<file path="src/rtl/aes_pkg.sv">
`default_nettype none
// ============================================================================
// Module      : aes_pkg
// Description : Shared AES key-schedule types, constants, FSM encoding and
//               the GF(2^8) xtime helper.
// Revision    : 1.0 - initial release
// ============================================================================
package aes_pkg;

  typedef logic [7:0]   aes_byte;
  typedef logic [31:0]  aes_32;
  typedef logic [127:0] aes_128;

  localparam int      AES_NUM_ROUNDS = 10;
  localparam aes_byte RCON_INIT      = 8'h01;

  typedef enum logic [2:0] {
    ST_IDLE = 3'd0,
    ST_LOAD = 3'd1,
    ST_FEED = 3'd2,
    ST_EXP  = 3'd3,
    ST_DONE = 3'd4
  } key_sched_state_e;

  function automatic aes_byte xtime(input aes_byte b);
    return {b[6:0], 1'b0} ^ (b[7] ? 8'h1B : 8'h00);
  endfunction

endpackage
`default_nettype wire

</file>
<file path="src/rtl/aes_round_key_store.sv">
`default_nettype none
// ============================================================================
// Module      : aes_round_key_store
// Description : Register array holding every expanded round key, with a
//               registered read port (one-cycle latency, read-before-write).
// Revision    : 1.0 - initial release
// ============================================================================
module aes_round_key_store
  import aes_pkg::*;
#(
  parameter int NUM_KEYS = AES_NUM_ROUNDS + 1
) (
  input  logic         clk,
  input  logic         nrst,
  input  logic         i_load,
  input  logic [127:0] i_key_ext,
  input  logic         i_rk_valid,
  input  logic [3:0]   i_rk_idx,
  input  logic [127:0] i_key_dp,
  input  logic [3:0]   i_rd_idx,
  output logic [127:0] o_rd_key
);

  aes_128 r_mem [NUM_KEYS];
  aes_128 r_rd_key;

  always_ff @(posedge clk) begin
    if (nrst) begin
      for (int i = 0; i < NUM_KEYS; i++) begin
        r_mem[i] <= '0;
      end
      r_rd_key <= '0;
    end else begin
      if (i_load) begin
        r_mem[0] <= i_key_ext;
      end
      if (i_rk_valid && (int'(i_rk_idx) < NUM_KEYS)) begin
        r_mem[i_rk_idx] <= i_key_dp;
      end
      r_rd_key <= (int'(i_rd_idx) < NUM_KEYS) ? r_mem[i_rd_idx] : '0;
    end
  end

  assign o_rd_key = r_rd_key;

endmodule
`default_nettype wire

</file>
<file path="src/rtl/aes_key_sched_ctrl.sv">
`default_nettype none
// ============================================================================
// Module      : aes_key_sched_ctrl
// Description : Sequencer for the two-stage AES-128 key expansion datapath.
//               Optional round-key store enabled by AES_KEY_SCHED_STORE_EN.
// Revision    : 1.0 - initial release
// ============================================================================
module aes_key_sched_ctrl
  import aes_pkg::*;
#(
  parameter int      NUM_ROUNDS = aes_pkg::AES_NUM_ROUNDS,
  parameter aes_byte RCON_INIT  = aes_pkg::RCON_INIT
) (
  input  logic         clk,
  input  logic         nrst,
  input  logic         start,
  input  logic         abort,
  output logic         busy,
  output logic         done,
  output logic         en,
  output logic         gen_key,
  output logic         next_rnd,
  output logic [31:0]  r_con_ctrl,
  output logic         rk_valid,
  output logic [3:0]   rk_idx
`ifdef AES_KEY_SCHED_STORE_EN
  ,
  input  logic [127:0] key_i,
  input  logic [127:0] key_o,
  input  logic [3:0]   rd_idx,
  output logic [127:0] rd_key
`endif
);

  localparam logic [3:0] c_last_round = 4'(NUM_ROUNDS);

  key_sched_state_e r_state;
  logic [3:0]       r_round;
  aes_byte          r_rcon;
  aes_byte          r_rcon_nxt;
  logic             r_busy;
  logic             r_done;
  logic             r_en;
  logic             r_gen_key;
  logic             r_next_rnd;
  logic             r_rk_valid;
  logic [3:0]       r_rk_idx;

  // r_rcon_nxt runs one round ahead so r_rcon only ever loads a register value.
  always_ff @(posedge clk) begin
    if (nrst) begin
      r_state    <= ST_IDLE;
      r_round    <= '0;
      r_rcon     <= '0;
      r_rcon_nxt <= RCON_INIT;
      r_busy     <= 1'b0;
      r_done     <= 1'b0;
      r_en       <= 1'b0;
      r_gen_key  <= 1'b0;
      r_next_rnd <= 1'b0;
      r_rk_valid <= 1'b0;
      r_rk_idx   <= '0;
    end else begin
      r_done     <= 1'b0;
      r_rk_valid <= 1'b0;
      r_rk_idx   <= '0;
      if (abort && (r_state != ST_IDLE)) begin
        r_state    <= ST_IDLE;
        r_busy     <= 1'b0;
        r_en       <= 1'b0;
        r_gen_key  <= 1'b0;
        r_next_rnd <= 1'b0;
      end else begin
        case (r_state)
          ST_IDLE: begin
            if (start && !abort) begin
              r_state    <= ST_LOAD;
              r_round    <= 4'd1;
              r_rcon     <= RCON_INIT;
              r_rcon_nxt <= xtime(RCON_INIT);
              r_busy     <= 1'b1;
              r_en       <= 1'b1;
              r_gen_key  <= 1'b1;
              r_next_rnd <= 1'b0;
            end
          end
          ST_LOAD, ST_FEED: begin
            r_state <= ST_EXP;
          end
          ST_EXP: begin
            r_rk_valid <= 1'b1;
            r_rk_idx   <= r_round;
            if (r_round == c_last_round) begin
              r_state    <= ST_DONE;
              r_busy     <= 1'b0;
              r_en       <= 1'b0;
              r_gen_key  <= 1'b0;
              r_next_rnd <= 1'b0;
              r_done     <= 1'b1;
            end else begin
              r_state    <= ST_FEED;
              r_round    <= r_round + 4'd1;
              r_rcon     <= r_rcon_nxt;
              r_rcon_nxt <= xtime(r_rcon_nxt);
              r_next_rnd <= 1'b1;
            end
          end
          ST_DONE: begin
            r_state <= ST_IDLE;
          end
          default: begin
            r_state <= ST_IDLE;
          end
        endcase
      end
    end
  end

  assign busy       = r_busy;
  assign done       = r_done;
  assign en         = r_en;
  assign gen_key    = r_gen_key;
  assign next_rnd   = r_next_rnd;
  assign r_con_ctrl = {24'h0, r_rcon};
  assign rk_valid   = r_rk_valid;
  assign rk_idx     = r_rk_idx;

`ifdef AES_KEY_SCHED_STORE_EN
  logic w_load;
  assign w_load = (r_state == ST_LOAD);

  aes_round_key_store #(
    .NUM_KEYS (NUM_ROUNDS + 1)
  ) u_key_store (
    .clk        (clk),
    .nrst       (nrst),
    .i_load     (w_load),
    .i_key_ext  (key_i),
    .i_rk_valid (r_rk_valid),
    .i_rk_idx   (r_rk_idx),
    .i_key_dp   (key_o),
    .i_rd_idx   (rd_idx),
    .o_rd_key   (rd_key)
  );
`endif

endmodule
`default_nettype wire

</file>
<file path="config.mk">
export PLATFORM = sky130hd
export DESIGN_NAME = aes_key_sched_ctrl
export DESIGN_NICKNAME = d
export VERILOG_FILES = /design/src/rtl/aes_pkg.sv /design/src/rtl/aes_round_key_store.sv /design/src/rtl/aes_key_sched_ctrl.sv
export SDC_FILE = /design/constraint.sdc
export NUM_CORES = 1
export LEC_CHECK = 0
export BUFFER_PORTS_ARGS = -buffer_cell sky130_fd_sc_hd__buf_2
export CAP_MARGIN = 5
export CORE_MARGIN = 2
export CORE_UTILIZATION = 30
export DETAILED_ROUTE_END_ITERATION = 7
export PLACE_DENSITY = 0.58
export SETUP_SLACK_MARGIN = 0.05
export SLEW_MARGIN = 20
export SYNTH_ARGS = -nofsm -noshare
export SYNTH_HDL_FRONTEND = slang
export SYNTH_HIERARCHICAL = 1
export SYNTH_SLANG_ARGS = --single-unit
</file>
<file path="constraint.sdc">
create_clock -name clk -period 1.8 [get_ports clk]
set_input_delay 0.36 -clock clk [delete_from_list [all_inputs] [get_ports clk]]
set_output_delay 0.36 -clock clk [all_outputs]
set_load 0.1 [all_outputs]
</file>
After elaboration in Yosys (flattened, before gate mapping)
Cells that the tools add are included.
- bits in latches: 0
- output and inout bits: 42
- memories kept: 0
- memory bits (read-only): 0
- bits in registers: 31
- memory bits (writable): 0
- word-level logic and storage cells: 53
- input bits: 4
- muxes and demuxes: 21
- eq/ne operators: 7
- $lt $le $gt $ge: 0
- add/subtract/negate cells: 1
- shift-type cells: 0
- bitwise gates (word level): 3
- multipliers: 0
- reduce and logical (&&, ||, !) cells: 12
- div/mod/pow operators: 0
- operators with widths (kind ; number):
    8-bit two-way mux ; 4
    8-bit case mux with 2 select lines ; 2
    3-bit case mux with 3 select lines ; 1
    4-bit two-way mux ; 2
    4-bit case mux with 2 select lines ; 1
    8-bit by 5-bit XOR with 8-bit output ; 1
    3-bit by 2-bit == test with 1-bit output (second input constant) ; 2
    1-bit two-way mux ; 6
    3-bit two-way mux ; 2
    2-bit inequality test (second input constant) ; 3
    5-bit two-way mux ; 1
    4-bit by 1-bit adder with 4-bit output (second input constant) ; 1
    4-bit == test (second input constant) ; 1
    1-bit case mux with 2 select lines ; 2
    4-bit AND reduction ; 1
    2-bit OR reduction ; 2
    3-bit by 1-bit == test with 1-bit output (second input constant) ; 1
    3-bit zero test ; 1
    3-bit AND reduction ; 1
    3-bit nonzero test ; 1
    3-bit OR reduction ; 1
    1-bit logical AND ; 2
    1-bit NOT ; 2
    2-bit AND reduction ; 1
    2 further kinds ; 2

Depth between registers and ports, before layout
- depth in word-level cells: 4
- mapped depth: 6
- gate-level depth less buffers: 5

Worst setup path before layout
No wires, ideal clock.
- path type: register to output
- from: reg, netlist name gen_key
- to: out en
- required time: 1.440 ns
- stages on the path, launching flop included: 2
- buffers on the path: 1
- arrival time: 1.392 ns
- slack: 0.048 ns
- cell sequence: dfxtp_1 -> buf_4
- RTL lines (element ; RTL line ; source):
    to (decl) ; aes_key_sched_ctrl.sv:20 ; output logic en,

Worst setup path after layout
- from: reg r_round[0]
- to: reg r_rcon[3]
- word-level cells in the longest chain between the ends: 3
- ends and longest elaborated chain (element ; RTL line ; source):
    from (decl) ; aes_key_sched_ctrl.sv:38 ; logic [3:0] r_round;
    from (signal assigned) ; aes_key_sched_ctrl.sv:102 ; r_round <= r_round + 4'd1;
    4-bit == test ; aes_key_sched_ctrl.sv:93 ; if (r_round == c_last_round) begin
    2-bit inequality test (no line) ; - ;
    4-bit AND reduction (no line) ; - ;
    to (signal assigned) ; aes_key_sched_ctrl.sv:103 ; r_rcon <= r_rcon_nxt;
    to (decl) ; aes_key_sched_ctrl.sv:39 ; aes_byte r_rcon;
Every way passes these cells.
A chain may end at the register's enable or synchronous reset.

==> qor.json <==
{
  "outcome": {"value": "finished, final reports clean"},
  "routed_wire_length_per_instance": {"value": 11.4, "unit": "µm"},
  "globalRouteTotalUtil": {"value": 0.103},
  "grt_pass1_wl": {"value": 4.44, "unit": "mm"},
  "synth_cell_types": {"value": 41},
  "placed_insts": {"value": 222},
  "worst_hold_path_type": {"value": "primary input to register"},
  "setup.worst_path.end_class": {"value": "register"},
  "critical_path.reg2reg.endpoint": {"value": "r_rcon[3]$_SDFFE_PP0P_"},
  "pwr_density_cell": {"value": 863, "unit": "mW/mm²"},
  "die_w": {"value": 73.6, "unit": "µm"},
  "detailroute.via_count": {"value": 996},
  "initialDrtViolationCount": {"value": 48},
  "timing.final.ws_setup": {"value": 0.174, "unit": "ns"},
  "die_area": {"value": 0.00542, "unit": "mm²"},
  "switchingPower": {"value": 543, "unit": "µW"},
  "ir_drop_worst_case_vdd": {"value": 0.310, "unit": "mV"},
  "area.growth.synth_to_final": {"value": 8.26, "unit": "%"},
  "grt_antenna_before_repair": {"value": 0},
  "core_area": {"value": 0.00469, "unit": "mm²"},
  "hold_viol": {"value": 0},
  "cts-root-to-sink-buffers": {"value": 2},
  "power_switching_share": {"value": 0.400},
  "cts_tree": {"value": "yes"},
  "slowest_delay": {"value": 0.37, "unit": "ns"},
  "top_cell_family_by_delay_on_the_critical_path": {"value": "multiplexers"},
  "htree_levels": {"value": 1},
  "crit_path_start": {"value": "r_round[0]$_SDFFE_PP0P_"},
  "seq_cells_post_synth": {"value": 27},
  "pin_count_of_the_biggest_net_entering_global_routing": {"value": 27},
  "boundaryPins": {"value": 46},
  "drive_gt1_frac": {"value": 0.287},
  "power_frac_seq": {"value": 0.459},
  "worst_ep_required_time": {"value": 1.97, "unit": "ns"},
  "numClockSinks": {"value": 27},
  "share_clk_of_total_power": {"value": 0.268},
  "fin_crit": {"value": 1.63, "unit": "ns"},
  "cts_buffers": {"value": 3},
  "crit_fanout": {"value": 7},
  "row_count": {"value": 25},
  "skew": {"value": 0.00716, "unit": "ns"},
  "setup_viol": {"value": 0},
  "grt_overflow": {"value": 0},
  "initial_utilization": {"value": 0.310},
  "worst_ep_arrival_time": {"value": 1.80, "unit": "ns"},
  "setup_total_negative_slack": {"value": 0, "unit": "ns"},
  "cellInternalPower": {"value": 815, "unit": "µW"},
  "total_leakage_power": {"value": 0.708, "unit": "nW"},
  "num-nets-final": {"value": 181},
  "min_period_over_period": {"value": 0.903},
  "timing.fmax": {"value": 615, "unit": "MHz"},
  "synth_area": {"value": 0.00145, "unit": "mm²"},
  "worstPathBufferInverterCount": {"value": 1},
  "synth_enable_flop_cells": {"value": 0},
  "layout.cells.most_common_list": {"value": "25 x sky130_fd_sc_hd__dfxtp_1, 24 x sky130_fd_sc_hd__conb_1, 21 x sky130_fd_sc_hd__buf_2, 11 x sky130_fd_sc_hd__buf_4, 9 x sky130_fd_sc_hd__nor2_1"},
  "dp_hpwl": {"value": 1.90, "unit": "mm"},
  "vias_per_cell": {"value": 4.37},
  "yosysWarnings": {"value": 6},
  "wirelength": {"value": 2.61, "unit": "mm"},
  "filler_cell_count": {"value": 508},
  "dieHeight": {"value": 73.6, "unit": "µm"},
  "worstReg2RegStart": {"value": "r_round[0]$_SDFFE_PP0P_"},
  "drt-pass1-iter-count": {"value": 4},
  "cts.hold.buffers_added": {"value": 0},
  "place_worst_setup_slack": {"value": 0.127, "unit": "ns"},
  "postRouteAntennaNets": {"value": 0},
  "globalplace.congestion": {"value": 0.779},
  "power_frac_comb": {"value": 0.273},
  "synthArstFlopShare": {"value": 0},
  "r2r.worst_path.cells": {"value": 5},
  "max-cap-violations": {"value": 0},
  "dominantRegCellSynth": {"value": "sky130_fd_sc_hd__dfxtp_1"},
  "timing.setup.critical_path_class": {"value": "register to register"},
  "cts.reportedPaths.clkPinSlew": {"value": 0.10, "unit": "ns"},
  "worst_path_max_delay_cell": {"value": "sky130_fd_sc_hd__mux2_2"},
  "layout.cells.most_common": {"value": "sky130_fd_sc_hd__dfxtp_1"},
  "clk_tree_root_cell": {"value": "sky130_fd_sc_hd__clkbuf_8"},
  "syn_avg_cell_area": {"value": 9.44, "unit": "µm²"},
  "first_global_vias": {"value": 967},
  "grt_setup_unrepaired": {"value": "no"},
  "diodes": {"value": 0},
  "final_cell_count_no_fill": {"value": 228},
  "count_of_final_max_slew_check_failures": {"value": 0},
  "insertion_delay": {"value": 0.28, "unit": "ns"},
  "cp-start-kind": {"value": "register"},
  "setup_slack_of_the_most_critical_reg_to_reg_path": {"value": 0.17, "unit": "ns"},
  "worst_setup_path_endpoint": {"value": "r_rcon[3]$_SDFFE_PP0P_"},
  "drc": {"value": 0},
  "port_buffers": {"value": 21},
  "critical_path_depth": {"value": 5},
  "crit_chain": {"value": "inv_1, ha_1, nand3b_1, a22oi_4, mux2_2"},
  "synthCells": {"value": 154},
  "synth_seq_area_share": {"value": 0.372}
}
==> synth_stat cells, drive strengths merged (2+ instances only) <==
| cell | instances | area share |
|---|---|---|
| buf | 34 | 0.18 |
| dfxtp | 27 | 0.37 |
| nor2 | 9 | 0.023 |
| nor3 | 8 | 0.028 |
| nand2b | 7 | 0.030 |
| nand2 | 6 | 0.015 |
| nor2b | 6 | 0.026 |
| clkbuf | 5 | 0.013 |
| mux2 | 5 | 0.044 |
| mux2i | 5 | 0.034 |
| inv | 4 | 0.010 |
| a21oi | 3 | 0.010 |
| nand3 | 3 | 0.010 |
| xnor2 | 3 | 0.018 |
| a311oi | 2 | 0.021 |
| and3 | 2 | 0.0086 |
| ha | 2 | 0.017 |
| nand3b | 2 | 0.010 |
| nor4 | 2 | 0.019 |
| or3 | 2 | 0.0086 |
==> worst reg2reg max path, stage by stage (launching register included) <==
cell	delay [ns]
sky130_fd_sc_hd__dfxtp_2	0.36
sky130_fd_sc_hd__inv_1	0.10
sky130_fd_sc_hd__ha_1	0.15
sky130_fd_sc_hd__nand3b_1	0.18
sky130_fd_sc_hd__a22oi_4	0.36
sky130_fd_sc_hd__mux2_2	0.37
==> worst min path at each step <==
stage	from	slack, ns	depth (start not counted)	end
after global routing	abort	0.43	4	r_state[0]$_SDFFE_PP0P_
final	abort	0.40	4	r_state[0]$_SDFFE_PP0P_
after detailed placement	r_rcon[2]$_SDFFE_PP0P_	0.48	2	r_rcon[2]$_SDFFE_PP0P_
after global placement	r_rcon[2]$_SDFFE_PP0P_	0.47	2	r_rcon[2]$_SDFFE_PP0P_
after CTS	abort	0.39	4	r_state[0]$_SDFFE_PP0P_
after floorplan	r_rcon_nxt[4]$_SDFFE_PP0P_	0.46	2	r_rcon_nxt[4]$_SDFFE_PP0P_
==> through the flow <==
stage / cell area [µm²] / power, mW / hold slack, ns / util
global route: 1570 / 1.41 / 0.428 / 0.335
finish: 1570 / 1.36 / 0.397 / 0.335
detailed placement: 1510 / 1.00 / 0.475 / 0.321
CTS: 1560 / 1.36 / 0.391 / 0.332
global placement: 1510 / 1.00 / 0.466 / 0.321
floorplan: 1540 / 1.01 / 0.462 / -
==> layout make-up <==
| type | count | area (µm²) | share of cell area |
|---|---|---|---|
| Clock buffer | 3 | 41.3 | 0.0262 |
| Sequential cell | 27 | 543 | 0.345 |
| Clock inverter | 1 | 7.51 | 0.00477 |
| Inverter | 4 | 15.0 | 0.00954 |
| Multi-Input combinational cell | 107 | 712 | 0.452 |
| Tap cell | 54 | 67.6 | 0.0429 |
| Timing Repair Buffer | 32 | 188 | 0.119 |
==> routing by layer <==
layer	vias up	share of wire	GRT usage
met3	3	0.047	0.0219
met4	0	0.0081	0.0303
li1	512	-	-
met1	448	0.51	0.145
met5	-	0	0
met2	33	0.44	0.158
==> flip-flops by register name, summed over array words and instances, names as in the netlist <==
| name | flops |
|---|---|
| r_state | 3 |
| r_rcon_nxt | 4 |
| r_round | 4 |
| gen_key | 1 |
| done | 1 |
| next_rnd | 1 |
| r_rcon | 8 |
| rk_valid | 1 |
| rk_idx | 4 |
==> power by group through the flow <==
stage	clock [mW]	sequential (mW)	combinational, mW
after detailed placement	0	0.636	0.366
after global routing	0.399	0.626	0.383
after floorplan	0	0.663	0.351
after global placement	0	0.636	0.365
after CTS	0.375	0.623	0.366
final	0.364	0.623	0.371
==> what timing repair did <==
item	in CTS	in global routing
gates resized for setup	0	2
setup endpoints to repair	0	8
hold endpoints to repair	0	0
setup buffers	0	2
==> kinds of logic after synthesis <==
group / Yosys count / synth area share
AO/OA/AOI/OAI: 17 / 0.109
XOR/XNOR: 3 / 0.0181
adder cells (fa/ha/maj): 2 / 0.0172
buffers and inverters: 43 / 0.199
flip-flops: 27 / 0.372
multiplexers: 10 / 0.0783
other: 1 / 0.00258
AND/OR/NAND/NOR: 51 / 0.204
Power figures use the tool's default switching activity.
